### config.mk
export PLATFORM = sky130hd
export DESIGN_NAME = scalar_wb_scheduler_flat
export DESIGN_NICKNAME = d
export VERILOG_FILES = /design/src/rtl/scalar_wb_scheduler_if.sv /design/src/rtl/scalar_wb_scheduler.sv /design/src/flat_wrapper.sv
export SDC_FILE = /design/constraint.sdc
export NUM_CORES = 1
export LEC_CHECK = 0
export CAP_MARGIN = 20
export CELL_PAD_IN_SITES_DETAIL_PLACEMENT = 0
export CELL_PAD_IN_SITES_GLOBAL_PLACEMENT = 1
export CORE_MARGIN = 2
export CORE_UTILIZATION = 28
export CTS_CLUSTER_DIAMETER = 40
export DETAILED_ROUTE_END_ITERATION = 12
export DONT_BUFFER_PORTS = 1
export PLACE_DENSITY = 0.53
export SLEW_MARGIN = 40
export SYNTH_ARGS = -nofsm -noshare
export SYNTH_HDL_FRONTEND = slang
export SYNTH_SLANG_ARGS = --single-unit
### constraint.sdc
create_clock -name clk -period 2.9 [get_ports clk]
set_input_delay 0.435 -clock clk [delete_from_list [all_inputs] [get_ports clk]]
set_output_delay 0.435 -clock clk [all_outputs]
set_load 0.02 [all_outputs]
### src/rtl/scalar_wb_scheduler_if.sv
// Writeback request, decode-hazard query and register-file write port bundle.
// master = requesters/decode/regfile side, slave = scheduler.
interface scalar_wb_scheduler_if #(
  parameter int NREQ = 3
);
  logic [NREQ-1:0]      req_valid;
  logic [5*NREQ-1:0]    req_rd;
  logic [32*NREQ-1:0]   req_data;
  logic [NREQ-1:0]      req_ready;
  logic                 issue_valid;
  logic [4:0]           issue_rd;
  logic [4:0]           chk_rs1;
  logic [4:0]           chk_rs2;
  logic [4:0]           chk_rd;
  logic                 stall;
  logic                 WriteEn;
  logic [4:0]           rd;
  logic [31:0]          InputData;
  logic                 err_addr;

  modport master (
    output req_valid, req_rd, req_data, issue_valid, issue_rd, chk_rs1, chk_rs2, chk_rd,
    input  req_ready, stall, WriteEn, rd, InputData, err_addr
  );

  modport slave (
    input  req_valid, req_rd, req_data, issue_valid, issue_rd, chk_rs1, chk_rs2, chk_rd,
    output req_ready, stall, WriteEn, rd, InputData, err_addr
  );
endinterface

### src/rtl/scalar_wb_scheduler.sv
// Round-robin writeback arbiter with registered regfile write port and pending-register scoreboard.
// One-cycle write latency; requesters are only backpressured by losing arbitration or during reset.
module scalar_wb_scheduler #(
  parameter int NUM_REGS = 15,
  parameter int NREQ     = 3
) (
  input logic                  clk,
  input logic                  rst,
  scalar_wb_scheduler_if.slave wb
);

  localparam int         PW = (NREQ > 1) ? $clog2(NREQ) : 1;
  localparam logic [5:0] NR = 6'(NUM_REGS);

  logic [PW-1:0]   ptr_q, ptr_d;
  logic [31:0]     pending_q, pending_d;
  logic            we_q, we_d;
  logic            err_q, err_d;
  logic [4:0]      rd_q, rd_d;
  logic [31:0]     data_q, data_d;

  logic            gnt_vld;
  logic [PW-1:0]   gnt_idx;
  logic [NREQ-1:0] gnt_oh;
  logic [4:0]      gnt_rd;
  logic [31:0]     gnt_data;

  function automatic logic in_range(input logic [4:0] r);
    return (r != 5'd0) && ({1'b0, r} < NR);
  endfunction

  // Pass 0 covers indices above the pointer, pass 1 wraps around to the rest.
  always_comb begin
    gnt_vld  = 1'b0;
    gnt_idx  = '0;
    gnt_oh   = '0;
    gnt_rd   = '0;
    gnt_data = '0;
    if (!rst) begin
      for (int p = 0; p < 2; p++) begin
        for (int i = 0; i < NREQ; i++) begin
          if (!gnt_vld && wb.req_valid[i] && ((p == 0) == (i > int'(ptr_q)))) begin
            gnt_vld   = 1'b1;
            gnt_idx   = PW'(i);
            gnt_oh[i] = 1'b1;
            gnt_rd    = wb.req_rd[5*i +: 5];
            gnt_data  = wb.req_data[32*i +: 32];
          end
        end
      end
    end
  end

  always_comb begin
    ptr_d     = ptr_q;
    pending_d = pending_q;
    we_d      = 1'b0;
    err_d     = 1'b0;
    rd_d      = rd_q;
    data_d    = data_q;
    if (gnt_vld) begin
      ptr_d  = gnt_idx;
      rd_d   = gnt_rd;
      data_d = gnt_data;
      we_d   = in_range(gnt_rd);
      err_d  = ({1'b0, gnt_rd} >= NR);
      if (in_range(gnt_rd)) begin
        pending_d[gnt_rd] = 1'b0;
      end
    end
    // Applied after the clear so a same-cycle reservation wins.
    if (wb.issue_valid && in_range(wb.issue_rd)) begin
      pending_d[wb.issue_rd] = 1'b1;
    end
  end

  always_ff @(posedge clk) begin
    if (rst) begin
      ptr_q     <= PW'(NREQ - 1);
      pending_q <= '0;
      we_q      <= 1'b0;
      err_q     <= 1'b0;
      rd_q      <= '0;
      data_q    <= '0;
    end else begin
      ptr_q     <= ptr_d;
      pending_q <= pending_d;
      we_q      <= we_d;
      err_q     <= err_d;
      rd_q      <= rd_d;
      data_q    <= data_d;
    end
  end

  // Gating with rst drops a write launched in the cycle right before reset.
  assign wb.req_ready = gnt_oh;
  assign wb.stall     = pending_q[wb.chk_rs1] | pending_q[wb.chk_rs2] | pending_q[wb.chk_rd];
  assign wb.WriteEn   = we_q & ~rst;
  assign wb.err_addr  = err_q & ~rst;
  assign wb.rd        = rd_q;
  assign wb.InputData = data_q;

endmodule
### src/flat_wrapper.sv
// flat-port wrapper written by rule: the top's interface ports become plain ports
module scalar_wb_scheduler_flat 
#(
  parameter int NUM_REGS = 15,
  parameter int NREQ     = 3
)
  (clk, rst, wb_req_valid, wb_req_rd, wb_req_data, wb_issue_valid, wb_issue_rd, wb_chk_rs1, wb_chk_rs2, wb_chk_rd, wb_req_ready, wb_stall, wb_WriteEn, wb_rd, wb_InputData, wb_err_addr);
  scalar_wb_scheduler_if #(.NREQ(NREQ)) wb_i ();
  input logic clk;
  input logic rst;
  input wire logic [$bits(wb_i.req_valid)-1:0] wb_req_valid;
  input wire logic [$bits(wb_i.req_rd)-1:0] wb_req_rd;
  input wire logic [$bits(wb_i.req_data)-1:0] wb_req_data;
  input wire logic [$bits(wb_i.issue_valid)-1:0] wb_issue_valid;
  input wire logic [$bits(wb_i.issue_rd)-1:0] wb_issue_rd;
  input wire logic [$bits(wb_i.chk_rs1)-1:0] wb_chk_rs1;
  input wire logic [$bits(wb_i.chk_rs2)-1:0] wb_chk_rs2;
  input wire logic [$bits(wb_i.chk_rd)-1:0] wb_chk_rd;
  output wire logic [$bits(wb_i.req_ready)-1:0] wb_req_ready;
  output wire logic [$bits(wb_i.stall)-1:0] wb_stall;
  output wire logic [$bits(wb_i.WriteEn)-1:0] wb_WriteEn;
  output wire logic [$bits(wb_i.rd)-1:0] wb_rd;
  output wire logic [$bits(wb_i.InputData)-1:0] wb_InputData;
  output wire logic [$bits(wb_i.err_addr)-1:0] wb_err_addr;
  assign wb_i.req_valid = wb_req_valid;
  assign wb_i.req_rd = wb_req_rd;
  assign wb_i.req_data = wb_req_data;
  assign wb_i.issue_valid = wb_issue_valid;
  assign wb_i.issue_rd = wb_issue_rd;
  assign wb_i.chk_rs1 = wb_chk_rs1;
  assign wb_i.chk_rs2 = wb_chk_rs2;
  assign wb_i.chk_rd = wb_chk_rd;
  assign wb_req_ready = wb_i.req_ready;
  assign wb_stall = wb_i.stall;
  assign wb_WriteEn = wb_i.WriteEn;
  assign wb_rd = wb_i.rd;
  assign wb_InputData = wb_i.InputData;
  assign wb_err_addr = wb_i.err_addr;
  scalar_wb_scheduler #(.NUM_REGS(NUM_REGS), .NREQ(NREQ)) u_core (.clk(clk), .rst(rst), .wb(wb_i));
endmodule
* Word-level counts from Yosys, hierarchy flattened *
Index checks and enable logic that the tools add are counted.

operators by class
  $lt $le $gt $ge = 12
  muxes and demuxes = 44
  bitwise operators = 11
  reductions and logical operators = 20

operators with widths
  operator            count
  $mux 32             8
  $and 32x32->32      1
  $not 32->32         1
  $or 32x32->32       1
  $lt 5x6->1 const B  5
  $mux 5              6
  $mux 1              20
  $bmux 1 s5          3
  $logic_and 1x1->1   13
  $demux 1 s5         2
  $ge 5x1->1 const B  2
  $lt 5x4->1 const B  2
  $reduce_bool 5->1   2
  $mux 2              4
  $ge 5x4->1 const B  1
  $logic_not 1->1     4
  $not 1->1           4
  $mux 3              1
  $and 1x1->1         2
  $gt 1x2->1 const A  1
  $gt 2x2->1 const A  1
  $or 1x1->1          2
  $reduce_or 2->1     1

word-level totals
  register bits after elaboration = 73
  input bits = 137

* Longest topological paths before layout *
Gate-level depths: netlist of run 1.

  depth after elaboration = 33
  mapped depth = 9
  gate-level depth less buffers = 6

* Least setup slack after synthesis of run 1 *
Ideal clock, no wire load.

  path type = input-to-output
  start point = input port wb_chk_rs1[0]
  end point = output port wb_stall
  arrival = 2.197 ns
  slack = 0.268 ns
  cell stages on the path = 5
  path through = clkbuf_1 > mux4_2 > mux4_2 > mux2i_1 > nand3_1

on the way
  word-level cells in the longest chain between the ends = 4

RTL lines
  item                          line                       text
  start: declaration            flat_wrapper.sv:16         input wire logic [$bits(wb_i.chk_rs1)-1:0] wb_chk_rs1;
  $bmux 1 s5                    scalar_wb_scheduler.sv:97  assign wb.stall = pending_q[wb.chk_rs1] | pending_q[wb.chk_rs2] | pending_q[wb.chk_rd];
  $mux 1 (not written as such)  scalar_wb_scheduler.sv:97
  $or 1x1->1 (2 in series)      scalar_wb_scheduler.sv:97
  end: declaration              flat_wrapper.sv:20         output wire logic [$bits(wb_i.stall)-1:0] wb_stall;

No other way between the ends. The select of a mux whose other input is x is not followed.

* Worst setup path in the final report of run 1 *
  start point = register u_core.ptr_q[1]
  end point = output port wb_req_ready[1]

on the way
  word-level cells in the longest chain between the ends = 18
  elaborated cells on any way between the ends = 20

RTL lines
  item                             line                       text
  start: declaration               scalar_wb_scheduler.sv:15  logic [PW-1:0] ptr_q, ptr_d;
  start signal: assignment         scalar_wb_scheduler.sv:79  ptr_q <= PW'(NREQ - 1);
  start signal: assignment         scalar_wb_scheduler.sv:86  ptr_q <= ptr_d;
  $gt 1x2->1                       scalar_wb_scheduler.sv:42  if (!gnt_vld && wb.req_valid[i] && ((p == 0) == (i > int'(ptr_q)))) begin
  $logic_and 1x1->1                scalar_wb_scheduler.sv:42
  $mux 1                           scalar_wb_scheduler.sv:42
  $mux 1                           scalar_wb_scheduler.sv:39  if (!rst) begin
  $logic_not 1->1                  scalar_wb_scheduler.sv:42
  $logic_and 1x1->1 (2 in series)  scalar_wb_scheduler.sv:42
  $mux 1                           scalar_wb_scheduler.sv:42
  $mux 1                           scalar_wb_scheduler.sv:39
  $logic_not 1->1                  scalar_wb_scheduler.sv:42
  $logic_and 1x1->1                scalar_wb_scheduler.sv:42
  $mux 1                           scalar_wb_scheduler.sv:42
  $mux 1                           scalar_wb_scheduler.sv:39
  $logic_not 1->1                  scalar_wb_scheduler.sv:42
  $logic_and 1x1->1 (2 in series)  scalar_wb_scheduler.sv:42
  $mux 1 (*)                       scalar_wb_scheduler.sv:42
  $mux 3 (*)                       scalar_wb_scheduler.sv:39
  end: declaration                 flat_wrapper.sv:19         output wire logic [$bits(wb_i.req_ready)-1:0] wb_req_ready;

Every way passes the cells marked *; elsewhere a longest branch is shown, timed or not. The select of a mux whose other input is x is not followed.

==> key figures, run 1 <==
Outcome
  – Outcome: complete, no violations

Setup path
  – Critical path type: reg -> out
  – Crit path buffers/inverters: 1
  – Crit path largest cell delay: 0.55 ns
  – Crit-path cells: and2b_4 > o32ai_4 > buf_4 > and2_1
  – Worst path top cell family by delay: simple AND/OR/NAND/NOR gates
  – Slowest CP cell: dfxtp_1
  – Startpoint class of the critical path: flip-flop
  – Req. time, crit path: roughly 2.5 ns
  – Critical path fanouts, max: 34
  – Setup crit end kind: output pin
  – CP arrival: 2.09 ns

Power
  – Clk pwr share: 44.5%
  – Power Total: 2.65 mW
  – Maximum vdd drop: approximately 0.26 mV
  – Combinational share of power: 11.3%
  – Flop pwr share: 44.1%
  – Leak Pwr: 1.45 nW
  – Sw Share: 26.3%
  – Psw: ~0.7 mW
  – Power Dens Cells: 605 nW/um^2
  – Cell-internal power: a little under 2 mW

Detailed routing
  – ANT nets after route: 0
  – WL/cell: 21.0 microns
  – DRC: 0
  – Vias: 3200
  – Routed WL: 11.6 mm
  – DR pass1 iterations: 4
  – Via density: 5.80
  – Iter 0 DRT Violations: between 200 and 250

Timing
  – # setup viols final: 0
  – Max-slew violations: 0
  – Final worst path period share: 86.9%
  – Clock skew: just under 0.008 ns
  – Worst setup margin: 0.380 ns
  – Least-Margin Pin Slew: 0.688 ns
  – Hold Violations, Final: 0
  – Crit path time final: 2.52 ns
  – Unrepaired setup endpoints after global routing: false
  – Slew HR: 53.8%
  – Highest Clock Rate: 397 MHz
  – Setup TNS: 0 ns
  – Final Hold Slack: approximately 0.18 ns

Cells and area
  – Ant diodes: 0
  – Layout cells sized above 1: ~17%
  – Nets: 505
  – Area Growth Syn to Fin: 11.1%
  – Layout Cell Area excl Fill: between 4000 and 5000 sq um
  – Number of fillers in the final layout: between 1000 and 1500

Synth
  – Mapped Avg Cell Area: 10.2 sq um
  – Syn nets: 523
  – Fraction of registers with async set/reset: 0%
  – Cell Area, Synth: 3950 sq um
  – Main synth FF type: dfxtp_1
  – YS warnings: 0
  – Number of flops mapped to enable cells by yosys: 0
  – Seq/Total Area, Yosys: 37.0%
  – Synth cell types: 51
  – Yosys reg bits: 73
  – Cells after synthesis: 386

GRT
  – Initial antenna violation count: 0
  – Gr ovfl total: 0
  – Pin count of the biggest net entering global routing: 71
  – Vias in the first global route: 3200
  – First-pass GRT wire length: 17.6 mm
  – All-Layer GR Usage: around 15%

Clock tree
  – H-tree Lvls: 3
  – CTS tree: yes
  – Cts bufs inserted: 9
  – CTS Sinks: 73
  – Clock Latency Late Sink: 0.34 ns
  – Worst-path clk slew: 0.06 ns
  – CTS Buffer Depth: 2
  – Post CTS Setup Buffer Count: 0
  – CTS root buf: clkbuf_16
  – Cts repair resizes: 0
  – CTS Hold Bufs: 0

Floorplanning
  – Die extent in y: 123 microns
  – Die W: 123 microns
  – I/O pins: 180
  – DIE AREA: around 15000 sq um
  – Rows: 43
  – Core footprint: 13800 sq um
  – Initial Util: 28.5%

Placement
  – IO Port Bufs: 0
  – Hpwl dp: between 8 and 9 mm
  – GPL Wtd Cong: between 0.8 and 0.9
  – Post-DP Area: 4060 sq um
  – Dpl ws: 0.472 ns

Min path
  – Worst min-delay path category: in -> reg

Run
  – Maximum Capacitance Violations: 0
[sequential cells by signal, summed over array words and instances (netlist names)]
register             cells
u_core.pending_q        32
u_core.err_q             1
u_core.wb.rd             5
u_core.ptr_q             2
u_core.wb.InputData     32
u_core.we_q              1
[worst paths after layout]
kind / from / to / slack [ns] / cells past startpoint
worst min register to register: u_core.pending_q[19] / u_core.pending_q[19] / 0.49 / 1
worst max-delay path: u_core.ptr_q[1] / wb_req_ready[1] / 0.38 / 4
worst max register to register: u_core.ptr_q[1] / u_core.pending_q[12] / 0.49 / 6
worst min-delay path: rst / u_core.wb.rd[4] / 0.18 / 1
[cells in the mapped netlist (all sizes together) (2+ instances only)]
cell | count | area, sq um
dfxtp | 73 | 1460
a22oi | 64 | 480
a21oi | 37 | 185
mux4 | 30 | 676
clkbuf | 26 | 97.6
nor2b | 23 | 144
nand2 | 18 | 67.6
nor2 | 14 | 52.6
nor3 | 10 | 60.1
buf | 9 | 61.3
a32o | 6 | 60.1
inv | 6 | 22.5
nand4 | 6 | 37.5
mux2i | 4 | 40.0
nand2b | 4 | 27.5
nand3b | 4 | 30.0
o21ai | 4 | 20.0
or3 | 4 | 25.0
a222oi | 3 | 30.0
a31o | 3 | 26.3
and2 | 3 | 18.8
and3 | 3 | 18.8
nand4b | 3 | 26.3
o211ai | 3 | 22.5
o32ai | 3 | 45.1
a211oi | 2 | 15.0
a221o | 2 | 20.0
nor4 | 2 | 12.5
nor4b | 2 | 17.5
[kinds of logic after synthesis]
family / after synthesis / share of synthesized area, %
multiplexers: 34 / 18.1
buffers and inverters: 41 / 4.60
AO/OA/AOI/OAI: 137 / 25.6
flip-flops: 73 / 37.0
AND/OR/NAND/NOR: 101 / 14.6
[final cells by class]
type / instances / area (sq um) / share of cell area [%]
timing repair buffer: 6 / 45.0 / 1.03
sequential: 73 / 1460 / 33.3
tap: 180 / 225 / 5.14
multi-input combinational: 272 / 2320 / 52.8
clock inverter: 2 / 35.0 / 0.799
inverter: 6 / 22.5 / 0.514
clock buffer: 13 / 280 / 6.39
[routing by layer]
layer / wire length (microns) / track usage [%] / part of all wire (%)
met1: 4720 / 18.6 / 41
met2: 5640 / 25.2 / 49
met3: 976 / 5.48 / 8.4
met4: 248 / 5.68 / 2.1
met5: 0 / 0 / 0
[cells in the final DEF, fill, tap and decap left out, drive strengths merged, types with 4 or more instances in the layout]
cell type,netlist,final
a21oi,37,37
a22oi,64,64
a32o,6,6
buf,9,6
clkbuf,26,13
dfxtp,73,73
inv,6,6
mux2i,4,4
mux4,30,30
nand2,18,18
nand2b,4,4
nand3b,4,4
nand4,6,6
nor2,14,14
nor2b,23,23
nor3,10,10
o21ai,4,4
or3,4,4
[through the flow]
step	utilization [%]	instances
floorplan	-	386
finish	31.7	552
global route	31.7	552
CTS	31.7	552
detailed placement	29.4	537
global placement	29.4	537
[power groups by stage]
stage,clock network [mW],registers [mW],logic [mW]
final,1.18,1.17,0.301
after global routing,1.25,1.18,0.333
after CTS,1.21,1.17,0.303
after detailed placement,0,1.19,0.303
after global placement,0,1.19,0.298
after floorplan,0,1.17,0.283
Power figures use the tool's default switching activity.
==> run 2, diff against run 1 <==
--- a/config.mk
+++ b/config.mk
@@ -13,6 +13,7 @@
 export CTS_CLUSTER_DIAMETER = 40
 export DETAILED_ROUTE_END_ITERATION = 12
 export DONT_BUFFER_PORTS = 1
+export MAX_ROUTING_LAYER = met4
 export PLACE_DENSITY = 0.53
 export SLEW_MARGIN = 40
 export SYNTH_ARGS = -nofsm -noshare
==> key figures, run 2 (same netlist as run 1, synthesis figures left out) <==
Outcome
  – Outcome: complete, no violations

Detailed routing
  – WL/cell: 21.0 microns (about the same)
  – DR pass1 iterations: 5 (+1)
  – Routed WL: 11.6 mm (about the same)
  – ANT nets after route: 0 (unchanged)
  – Via density: 5.78 (-0.25%)
  – Iter 0 DRT Violations: 226 (+4.1%)
  – DRC: 0 (unchanged)
  – Vias: 3192 (-0.25%)

Clock tree
  – CTS tree: yes
  – CTS Hold Bufs: 0 (unchanged)
  – Post CTS Setup Buffer Count: 0 (unchanged)
  – H-tree Lvls: 3 (unchanged)
  – Worst-path clk slew: 0.06 ns (about the same)
  – Clock Latency Late Sink: 0.34 ns (about the same)
  – Cts repair resizes: 0 (unchanged)
  – CTS root buf: clkbuf_16
  – CTS Buffer Depth: 2 (unchanged)
  – CTS Sinks: 73 (unchanged)
  – Cts bufs inserted: 9 (unchanged)

GRT
  – Initial antenna violation count: 0 (unchanged)
  – Pin count of the biggest net entering global routing: 71 (unchanged)
  – First-pass GRT wire length: 17.6 mm (-0.19%)
  – Gr ovfl total: 0 (unchanged)
  – All-Layer GR Usage: 15.8% (+0.43 points)
  – Vias in the first global route: 3210 (+0.31%)

Timing
  – Slew HR: 53.9% (about the same)
  – Final worst path period share: 86.4% (-0.54 points)
  – # setup viols final: 0 (unchanged)
  – Clock skew: 0.00759 ns (-0.000307 ns)
  – Highest Clock Rate: 399 MHz (+0.62%)
  – Hold Violations, Final: 0 (unchanged)
  – Unrepaired setup endpoints after global routing: false
  – Worst setup margin: 0.396 ns (+0.0156 ns)
  – Crit path time final: 2.50 ns (-0.0156 ns)
  – Least-Margin Pin Slew: 0.687 ns (-0.000692 ns)
  – Max-slew violations: 0 (unchanged)
  – Setup TNS: 0 ns (unchanged)

Setup path
  – Critical path fanouts, max: 34 (unchanged)
  – Crit-path cells: and2b_4 > o32ai_4 > buf_4 > and2_1
  – R2R depth: 6 (unchanged)
  – Req. time, crit path: 2.47 ns (about the same)
  – Worst reg2reg endpoint: u_core.pending_q[12]
  – Reg-to-Reg Start: u_core.ptr_q[1]
  – Critical Path Source: u_core.ptr_q[1]
  – Critical path type: reg -> out
  – Worst path top cell family by delay: simple AND/OR/NAND/NOR gates
  – CP arrival: 2.07 ns (-0.02 ns)
  – Crit path largest cell delay: 0.54 ns (about the same)
  – Crit path buffers/inverters: 1 (unchanged)
  – Flop2flop setup slack: 0.47 ns (-0.02 ns)
  – Slowest CP cell: dfxtp_1
  – Startpoint class of the critical path: flip-flop
  – Setup crit end kind: output pin

Power
  – Maximum vdd drop: 0.265 mV (+0.25%)
  – Power Dens Cells: 604 nW/um^2 (about the same)
  – Power Total: 2.65 mW (about the same)
  – Leak Pwr: 1.45 nW (unchanged)

Cells and area
  – Multi-input logic area: 2320 sq um (unchanged)
  – Reg area: 1460 sq um (unchanged)
  – Number of fillers in the final layout: 1396 (unchanged)
  – Commonest non-fill, non-tap cells in the layout: 73 x dfxtp_1, 64 x a22oi_1, 37 x a21oi_1, 30 x mux4_2, 23 x nor2b_1
  – Area Growth Syn to Fin: 11.1% (unchanged)
  – Nets: 505 (unchanged)
  – Ant diodes: 0 (unchanged)
  – Layout cells sized above 1: 16.9% (unchanged)
  – Commonest non-fill, non-tap cell in the layout: dfxtp_1
  – Layout Cell Area excl Fill: 4390 sq um (unchanged)

Min path
  – Worst hold endpoint: u_core.wb.rd[4]
  – Worst min-delay path category: in -> reg
  – Hold Crit Start: rst
  – Worst hold path depth: 1 (unchanged)

Floorplanning
  – DIE AREA: 15100 sq um (unchanged)
  – Rows: 43 (unchanged)
  – Die extent in y: 123 microns (unchanged)
  – Initial Util: 28.5% (unchanged)
  – Core footprint: 13800 sq um (unchanged)
  – I/O pins: 180 (unchanged)
  – Die W: 123 microns (unchanged)

Placement
  – IO Port Bufs: 0 (unchanged)
  – Hpwl dp: 8.30 mm (unchanged)
  – Dpl ws: 0.472 ns (unchanged)
  – Post-DP Area: 4060 sq um (unchanged)
  – GPL Wtd Cong: 0.866 (+1.6%)

Run
  – Maximum Capacitance Violations: 0 (unchanged)
-- run 2: cell counts in the layout (fill, tap and decap cells not counted) --
Identical to the previous run, type by type.
-- run 2: worst register-to-register path: cells and delay by family (launching register included) --
kind,cells,cell delay [ns]
compound gates,3,0.98
simple gates,3,0.82
flops,1,0.54
-- run 2: final cells by class --
type,instances,share of cell area (%)
multi-input cells,272,52.8
flip-flops and latches,73,33.3
clock buffers,13,6.39
well taps,180,5.14
repair buffers,6,1.03
clock inverters,2,0.799
inverters,6,0.514
-- run 2: per-layer routing --
layer  vias to the layer above  track usage, %  share of wire (%)
li1                       1489               -                  -
met1                      1542            18.7                 41
met2                       146            25.1                 49
met3                        15            5.20                7.8
met4                         0            5.68                1.7
met5                         -               -                  0
-- run 2: worst max-delay path by stage --
stage	end	slack [ns]	cells past startpoint
6_report	wb_req_ready[1]	0.40	4
5_1_grt	u_core.pending_q[14]	0.23	6
4_1_cts	wb_req_ready[1]	0.37	4
3_5_place_dp	u_core.pending_q[12]	0.47	6
3_3_place_gp	u_core.pending_q[14]	0.59	6
2_1_floorplan	wb_stall	0.27	5
-- run 2: through the flow --
step	cells	utilization [%]	hold WS, ns
CTS	552	31.7	0.153
global route	552	31.7	0.157
global placement	537	29.4	0.469
finish	552	31.7	0.189
detailed placement	537	29.4	0.476
floorplan	386	-	0.464
-- run 2: power by group --
part	switching (mW)	total (mW)	internal (mW)	leakage [nW]
clock	0.424	1.18	0.754	0.158
combinational	0.166	0.301	0.136	0.695
sequential	0.107	1.17	1.06	0.599
total	0.696	2.65	1.95	1.45
